## config.mk

```make
export PLATFORM = sky130hd
export DESIGN_NAME = freq_bcd_converter
export DESIGN_NICKNAME = d
export VERILOG_FILES = /design/src/rtl/freq_bcd_converter.sv
export SDC_FILE = /design/constraint.sdc
export NUM_CORES = 1
export LEC_CHECK = 0
export CAP_MARGIN = 20
export CORE_ASPECT_RATIO = 0.8
export CORE_MARGIN = 10
export CORE_UTILIZATION = 55
export DETAILED_ROUTE_END_ITERATION = 16
export GPL_ROUTABILITY_DRIVEN = 0
export GPL_TIMING_DRIVEN = 0
export PLACE_DENSITY = 0.78
export SYNTH_ARGS = -nofsm -noshare
export SYNTH_HDL_FRONTEND = slang
export SYNTH_SLANG_ARGS = --single-unit
```

## constraint.sdc

```tcl
create_clock -name clk -period 7.1 [get_ports clk]
set_input_delay 1.775 -clock clk [delete_from_list [all_inputs] [get_ports clk]]
set_output_delay 1.775 -clock clk [all_outputs]
set_load 0.03 [all_outputs]
```

## src/rtl/freq_bcd_converter.sv

```systemverilog
// ---------------------------------------------------------------------------
// freq_bcd_converter
//
// Converts the frequency counter's binary measurement result into packed BCD
// using iterative shift-and-add-3 (double dabble), one input bit per clock.
// It also produces a leading-zero blank mask and a significant-digit count
// for the display / UART formatting stage.
//
// Ports
//   clk          system clock, rising edge
//   rst          asynchronous, active-high reset
//   in_valid     one-cycle start strobe (calculation_done)
//   in_data      unsigned value to convert (frequency_out)
//   busy         conversion in progress; new strobes are dropped while high
//   out_valid    one-cycle pulse marking freshly updated result outputs
//   bcd_out      packed BCD, digit 0 (units) in bits [3:0]
//   blank_mask   bit i set when digit i is a leading zero (bit 0 never set)
//   digit_count  number of significant digits, 1..DIGITS
//   drop_count   strobes ignored because busy, saturating at 255
// ---------------------------------------------------------------------------
module freq_bcd_converter #(
   parameter int WIDTH  = 32,
   parameter int DIGITS = 10
) (
   input  logic                clk,
   input  logic                rst,
   input  logic                in_valid,
   input  logic [WIDTH-1:0]    in_data,
   output logic                busy,
   output logic                out_valid,
   output logic [4*DIGITS-1:0] bcd_out,
   output logic [DIGITS-1:0]   blank_mask,
   output logic [3:0]          digit_count,
   output logic [7:0]          drop_count
);

   localparam int CNT_W = $clog2(WIDTH + 1);
   // Idle display shows a single "0": every digit blanked except the units.
   localparam logic [DIGITS-1:0] MASK_RST = ~DIGITS'(1);

   typedef enum logic [1:0] {
      IDLE,
      SHIFT,
      DONE
   } state_t;

   state_t              state_reg, state_next;
   logic [WIDTH-1:0]    bin_reg;
   logic [4*DIGITS-1:0] acc_reg;
   logic [4*DIGITS-1:0] acc_adj;
   logic [CNT_W-1:0]    cnt_reg;
   logic                accept;
   logic                shift_en;
   logic                done_en;
   logic                last_step;
   logic                zero_run;
   logic [DIGITS-1:0]   mask_next;
   logic [3:0]          count_next;

   assign busy      = (state_reg != IDLE);
   assign last_step = (cnt_reg == CNT_W'(1));

   // Add-3 correction for every digit that would overflow past 9 after the
   // upcoming doubling.
   generate
      for (genvar gi = 0; gi < DIGITS; gi++) begin : g_digit
         logic [3:0] d;
         assign d = acc_reg[4*gi +: 4];
         assign acc_adj[4*gi +: 4] = (d >= 4'd5) ? (d + 4'd3) : d;
      end
   endgenerate

   // Leading-zero scan from the most significant digit downward; the run of
   // zeros ends at the first non-zero digit. Digit 0 is never part of it.
   always_comb begin
      mask_next  = '0;
      count_next = 4'(DIGITS);
      zero_run   = 1'b1;
      for (int i = DIGITS - 1; i >= 1; i--) begin
         zero_run     = zero_run && (acc_reg[4*i +: 4] == 4'd0);
         mask_next[i] = zero_run;
         if (zero_run) begin
            count_next = count_next - 4'd1;
         end
      end
   end

   // FSM: state register
   always_ff @(posedge clk or posedge rst) begin
      if (rst) begin
         state_reg <= IDLE;
      end else begin
         state_reg <= state_next;
      end
   end

   // FSM: next state and datapath controls
   always_comb begin
      state_next = state_reg;
      accept     = 1'b0;
      shift_en   = 1'b0;
      done_en    = 1'b0;
      case (state_reg)
         IDLE: begin
            if (in_valid) begin
               accept     = 1'b1;
               state_next = SHIFT;
            end
         end
         SHIFT: begin
            shift_en = 1'b1;
            if (last_step) begin
               state_next = DONE;
            end
         end
         DONE: begin
            done_en    = 1'b1;
            state_next = IDLE;
         end
         default: state_next = IDLE;
      endcase
   end

   // Datapath and result registers
   always_ff @(posedge clk or posedge rst) begin
      if (rst) begin
         bin_reg     <= '0;
         acc_reg     <= '0;
         cnt_reg     <= '0;
         out_valid   <= 1'b0;
         bcd_out     <= '0;
         blank_mask  <= MASK_RST;
         digit_count <= 4'd1;
         drop_count  <= 8'd0;
      end else begin
         out_valid <= done_en;

         if (accept) begin
            bin_reg <= in_data;
            acc_reg <= '0;
            cnt_reg <= CNT_W'(WIDTH);
         end else if (shift_en) begin
            // Binary MSB moves into accumulator bit 0.
            {acc_reg, bin_reg} <= {acc_adj, bin_reg} << 1;
            cnt_reg            <= cnt_reg - CNT_W'(1);
         end

         if (done_en) begin
            bcd_out     <= acc_reg;
            blank_mask  <= mask_next;
            digit_count <= count_next;
         end

         // A strobe arriving while busy cannot be queued; record it instead.
         if (in_valid && busy && (drop_count != 8'hFF)) begin
            drop_count <= drop_count + 8'd1;
         end
      end
   end

endmodule

```

== Yosys cells after proc, flatten, opt, wreduce, memory -nomap -nowiden ==
Index checks and enable logic that the tools add are counted.

* Register bits: 142
* Output and inout bits: 64
* Logic and storage cells: 100

* Add/sub/neg operators: 20
* Magnitude comparators: 10
* Equal/unequal tests: 6
* Muxes and demuxes: 32
* Reduce and logical (&&, ||, !) cells: 23

{| class="wikitable"
|+ Operator list
! operator !! number
|-
| 40-bit two-way mux || 2
|-
| 4-bit two-way mux || 17
|-
| 32-bit two-way mux || 2
|-
| 4-bit by 3-bit >= comparator with 1-bit output, second input constant || 10
|-
| 4-bit by 2-bit adder with 4-bit output, second input constant || 9
|-
| 4-bit logical NOT || 9
|-
| 4-bit by 1-bit subtractor with 4-bit output, second input constant || 8
|-
| 6-bit two-way mux || 2
|-
| 1-bit logical AND || 10
|-
| 8-bit by 1-bit adder with 8-bit output, second input constant || 1
|-
| 8-bit != test, second input constant || 1
|-
| 6-bit by 1-bit == test with 1-bit output, second input constant || 1
|-
| 2-bit two-way mux || 3
|-
| 6-bit by 1-bit subtractor with 6-bit output, second input constant || 1
|-
| 1-bit two-way mux || 4
|-
| 2-bit != test, second input constant || 2
|-
| 2-bit one-hot mux with 2 select lines || 1
|-
| 2-bit nonzero test || 2
|-
| 3-bit by 2-bit adder with 3-bit output, second input constant || 1
|-
| 3-bit two-way mux || 1
|-
| 2-bit by 1-bit == test with 1-bit output, second input constant || 1
|-
| 2-bit == test, second input constant || 1
|-
| 2-bit logical NOT || 1
|-
| 2-bit AND reduction || 1
|}

== Longest topological paths before layout ==
* Depth in word-level cells: 18
* Gate-level depth with buffers: 18
* Mapped depth without buffers: 18

== Worst setup path before layout ==
Ideal clock, no wire load.

* Path type: register to register
* Start: register acc_reg[36]
* End: register digit_count[2]
* Setup time: 0.087 ns
* Arrival time: 3.037 ns
* Setup slack: 3.977 ns
* Stages on the path, launching flop included: 18
* Period minus slack after synthesis: 3.123 ns
* Cells stage by stage: dfrtp_1 > inv_1 > ha_1 > or3b_2 > o22ai_1 > inv_1 > ha_1 > inv_1 > a21boi_0 > ha_1 > nand2_1 > a21oi_1 > nor2_1 > nor2_1 > ha_1 > and3_1 > a221o_1 > o211ai_1

* Cells in the longest elaborated chain, start to end: 18
* Elaborated cells on any way between the ends: 26

{| class="wikitable"
|+ Ends and longest elaborated chain
! item !! RTL line !! RTL
|-
| from (decl) || 49 || <nowiki>logic [4*DIGITS-1:0] acc_reg;</nowiki>
|-
| from (signal assigned) || 144 || <nowiki>{acc_reg, bin_reg} <= {acc_adj, bin_reg} << 1;</nowiki>
|-
| 4-bit logical NOT (*) || 80 || <nowiki>zero_run = zero_run && (acc_reg[4*i +: 4] == 4'd0);</nowiki>
|-
| 2-bit two-way mux || 82 || <nowiki>if (zero_run) begin</nowiki>
|-
| 4-bit by 1-bit subtractor with 4-bit output || 83 || <nowiki>count_next = count_next - 4'd1;</nowiki>
|-
| 4-bit two-way mux || 82 ||
|-
| 4-bit by 1-bit subtractor with 4-bit output || 83 ||
|-
| 4-bit two-way mux || 82 ||
|-
| 4-bit by 1-bit subtractor with 4-bit output || 83 ||
|-
| 4-bit two-way mux || 82 ||
|-
| (+2 left out) || n/a ||
|-
| 4-bit by 1-bit subtractor with 4-bit output || 83 ||
|-
| 4-bit two-way mux || 82 ||
|-
| 4-bit by 1-bit subtractor with 4-bit output || 83 ||
|-
| 4-bit two-way mux || 82 ||
|-
| 4-bit by 1-bit subtractor with 4-bit output || 83 ||
|-
| 4-bit two-way mux || 82 ||
|-
| 4-bit by 1-bit subtractor with 4-bit output || 83 ||
|-
| 4-bit two-way mux (*) || 82 ||
|-
| to (signal assigned) || 151 || <nowiki>digit_count <= count_next;</nowiki>
|-
| to (decl) || 33 || <nowiki>output logic [3:0] digit_count,</nowiki>
|}

Mark *: on every way between the ends. The rest lies on a longest branch, timed or not.
A chain may end at the register's enable or synchronous reset.

== Final worst setup path ==
* Start: register acc_reg[28]
* End: register digit_count[2]

* Cells in the longest elaborated chain, start to end: 15
* Elaborated cells on any way between the ends: 21

{| class="wikitable"
|+ Ends and longest elaborated chain
! item !! RTL line
|-
| 4-bit logical NOT (*) || 80
|-
| 1-bit logical AND (*) || 80
|-
| 4-bit two-way mux || 82
|-
| 4-bit by 1-bit subtractor with 4-bit output || 83
|-
| 4-bit two-way mux || 82
|-
| 4-bit by 1-bit subtractor with 4-bit output || 83
|-
| 4-bit two-way mux || 82
|-
| 4-bit by 1-bit subtractor with 4-bit output || 83
|-
| 4-bit two-way mux || 82
|-
| 4-bit by 1-bit subtractor with 4-bit output || 83
|-
| 4-bit two-way mux || 82
|-
| 4-bit by 1-bit subtractor with 4-bit output || 83
|-
| 4-bit two-way mux || 82
|-
| 4-bit by 1-bit subtractor with 4-bit output || 83
|-
| 4-bit two-way mux (*) || 82
|}

Marked as above.

==> run metrics <==
status=finished, final reports clean; hold path cells=2; cell taking the most area after synthesis=dfrtp_1; share of post-route cells with drive strength above 1=7.13%; Synth Cell Area=6780 um2; fmax=274 MHz; share of the synthesized area in the top cell type=48.8%; CP required=7.44 ns; Final nets=894; endpoints failing setup=0; Num Clock Sinks=142; Worst EP arrival=3.99 ns; Primary FF master, synth=dfrtp_1; DRT iter0 DRCs=393; sequential element share of the synthesized area=52.6%; Clock Path Buffers=2; maximum VDD drop=0.235 mV; IO Count=99; element type at the critical path end=flip-flop; min Tclk post-route=3.65 ns; worst-margin pin slew=0.665 ns; Syn. warnings=0; post-layout instance area=8580 um2; Starting Density=55.9%; RSZ-0062 raised after global routing=false; pre-CTS WS=3.41 ns; TritonCTS clock tree=built; CTS Hold Bufs=0; post-route setup slack=3.45 ns; Via-to-Cell Ratio=5.77; maxcap violations=0; R2R setup slack=3.45 ns; PortBufs=97; Post-DP Area=7970 um2; GRT Total Usage=21.4%; EDFF count, synth=0; Num CTS Buffers=17; clk_lat worst skew=0.43 ns; Overflow after GRT=0; first-pass GRT wire length=29.5 mm; Routed Antenna Nets=0; worst setup path class=flip-flop to flip-flop; worst r2r path cells=18; top cells by area, synth=dfrtp_1, nand2_1, ha_1; drt wl/cell=18.0 um; HPWL after DPL=12.5 mm; final hold vios=0; H-tree depth=4; post-CTS setup-driven buffer insertion count=0; Power Density=224 nW/um2; post_cts resized=0; Synth async-reset ratio=100%; Worst Skew=0.00667 ns; relative slew slack=55.7%; via count=5727; Horiz. Die Dim=144 um; worst min path class=flip-flop to flip-flop; Core Util, Final=70.8%; Die Y-Extent=119 um; fin crit share=51.4%; post-synthesis net count=777; Pleak=0.00388 uW; Syn-to-layout area delta=26.6%; Post-Synthesis Cells=711; detailed-route DRC error count=0; synthesized area per cell=9.53 um2; clock slew at reported path FFs=0.06 ns; CP Launch Type=flip-flop; post-synthesis register bit count=142; Netlist cell types=49; number of diodes=0; core area=12100 um2; Fill cells=878; Total Wirelength=17.9 mm; Cell Rows=36; Tot Pwr=1920 uW; Die ar.=17200 um2; Final Max Slew Viols=0; largest net degree at the start of global routing=77; number of global-route vias before repair=5919; Pre-antenna DRT Iters=5; initial antenna violation count=0; minimum hold slack=0.459 ns; Root Driver=clkbuf_16; worst-path fanout max=5
[cells in the final DEF, fill, tap and decap left out, types with 3 or more instances in the layout]
master,Yosys,routed
nor4_1,3,3
buf_1,4,4
clkbuf_16,0,17
o31ai_1,11,11
dfrtp_1,132,132
xor2_1,7,7
clkbuf_1,31,32
nand3_1,35,35
a21oi_1,29,29
nor3b_1,8,8
dfstp_2,10,10
o32ai_1,3,3
nand2b_1,12,12
clkinv_2,0,5
a32o_1,10,10
clkdlybuf4s50_1,0,97
nor2_1,27,27
ha_1,31,31
nand2_1,173,173
nand4_1,4,4
clkbuf_8,0,3
bufinv_16,0,3
xnor2_1,16,16
a22oi_1,31,31
inv_1,28,27
nor3b_2,7,7
o21ai_0,65,65
[cell type report]
type,count,area [um2],area share [%]
buffer,37,144,1.68
clock buffer,21,470,5.48
clock inverter,11,139,1.62
inverter,28,110,1.28
multi-input combinational,504,2960,34.5
sequential,142,3570,41.6
tap,152,190,2.22
timing repair buffer,98,998,11.6
[power breakdown]
| group | leakage (uW) | switching, uW | internal, uW |
|---|---|---|---|
| Combinational | 0.00174 | 79.3 | 66.5 |
| Clock | 0.000299 | 340 | 577 |
| Sequential | 0.00184 | 25.5 | 829 |
[cells in the mapped netlist, drive strengths merged (3+ instances only)]
library cell,n
nand2,174
dfrtp,132
o21ai,66
nand3,35
a22oi,31
clkbuf,31
ha,31
a21oi,29
inv,28
nor2,27
nor3b,16
xnor2,16
nand2b,12
o31ai,11
a32o,10
dfstp,10
xor2,7
buf,6
nand4,5
and2,3
nor4,3
o32ai,3
[cell families after synthesis]
| group | Yosys count | share of synthesized area (%) |
|---|---|---|
| xor+xnor | 23 | 2.97 |
| fa+ha+maj | 31 | 5.72 |
| compound gates | 167 | 15.6 |
| other cells | 1 | 0.0553 |
| simple gates | 281 | 19.2 |
| flops | 142 | 52.6 |
| buf+inv | 65 | 3.67 |
| mux | 1 | 0.166 |
[routing by layer]
layer	track usage [%]	share of wire (%)	wire, um
met3	6.27	8.0	1430
met5	0	0	0
met1	26.9	42	7580
met2	35.0	48	8610
met4	6.56	1.3	232
[metrics by stage]
step / setup TNS [ns] / cells
after detailed placement: 0 / 961
after CTS: 0 / 993
after global placement: -31.47 / 960
final: 0 / 993
after floorplan: 0 / 711
after global routing: 0 / 993
[critical path, cell delays in order (launching register included)]
cell	delay (ns)
dfrtp_1	0.42
inv_1	0.14
ha_1	0.24
nor3b_2	0.46
nand2_1	0.09
o22ai_1	0.24
inv_1	0.11
ha_1	0.28
inv_1	0.05
a21boi_0	0.19
ha_1	0.28
nand2_1	0.07
a21oi_1	0.09
nor2_1	0.13
nor2_1	0.06
ha_1	0.18
and3_1	0.15
a221o_1	0.29
o211ai_1	0.09
[final timing paths]
check,start,to
max,acc_reg[28],digit_count[2]
min,blank_mask[3],blank_mask[3]
min in group asynchronous,rst,bcd_out[39]
max in group asynchronous,rst,bin_reg[7]
max reg2reg,acc_reg[28],digit_count[2]
min reg2reg,blank_mask[3],blank_mask[3]
(Power assumes the default switching activity.)
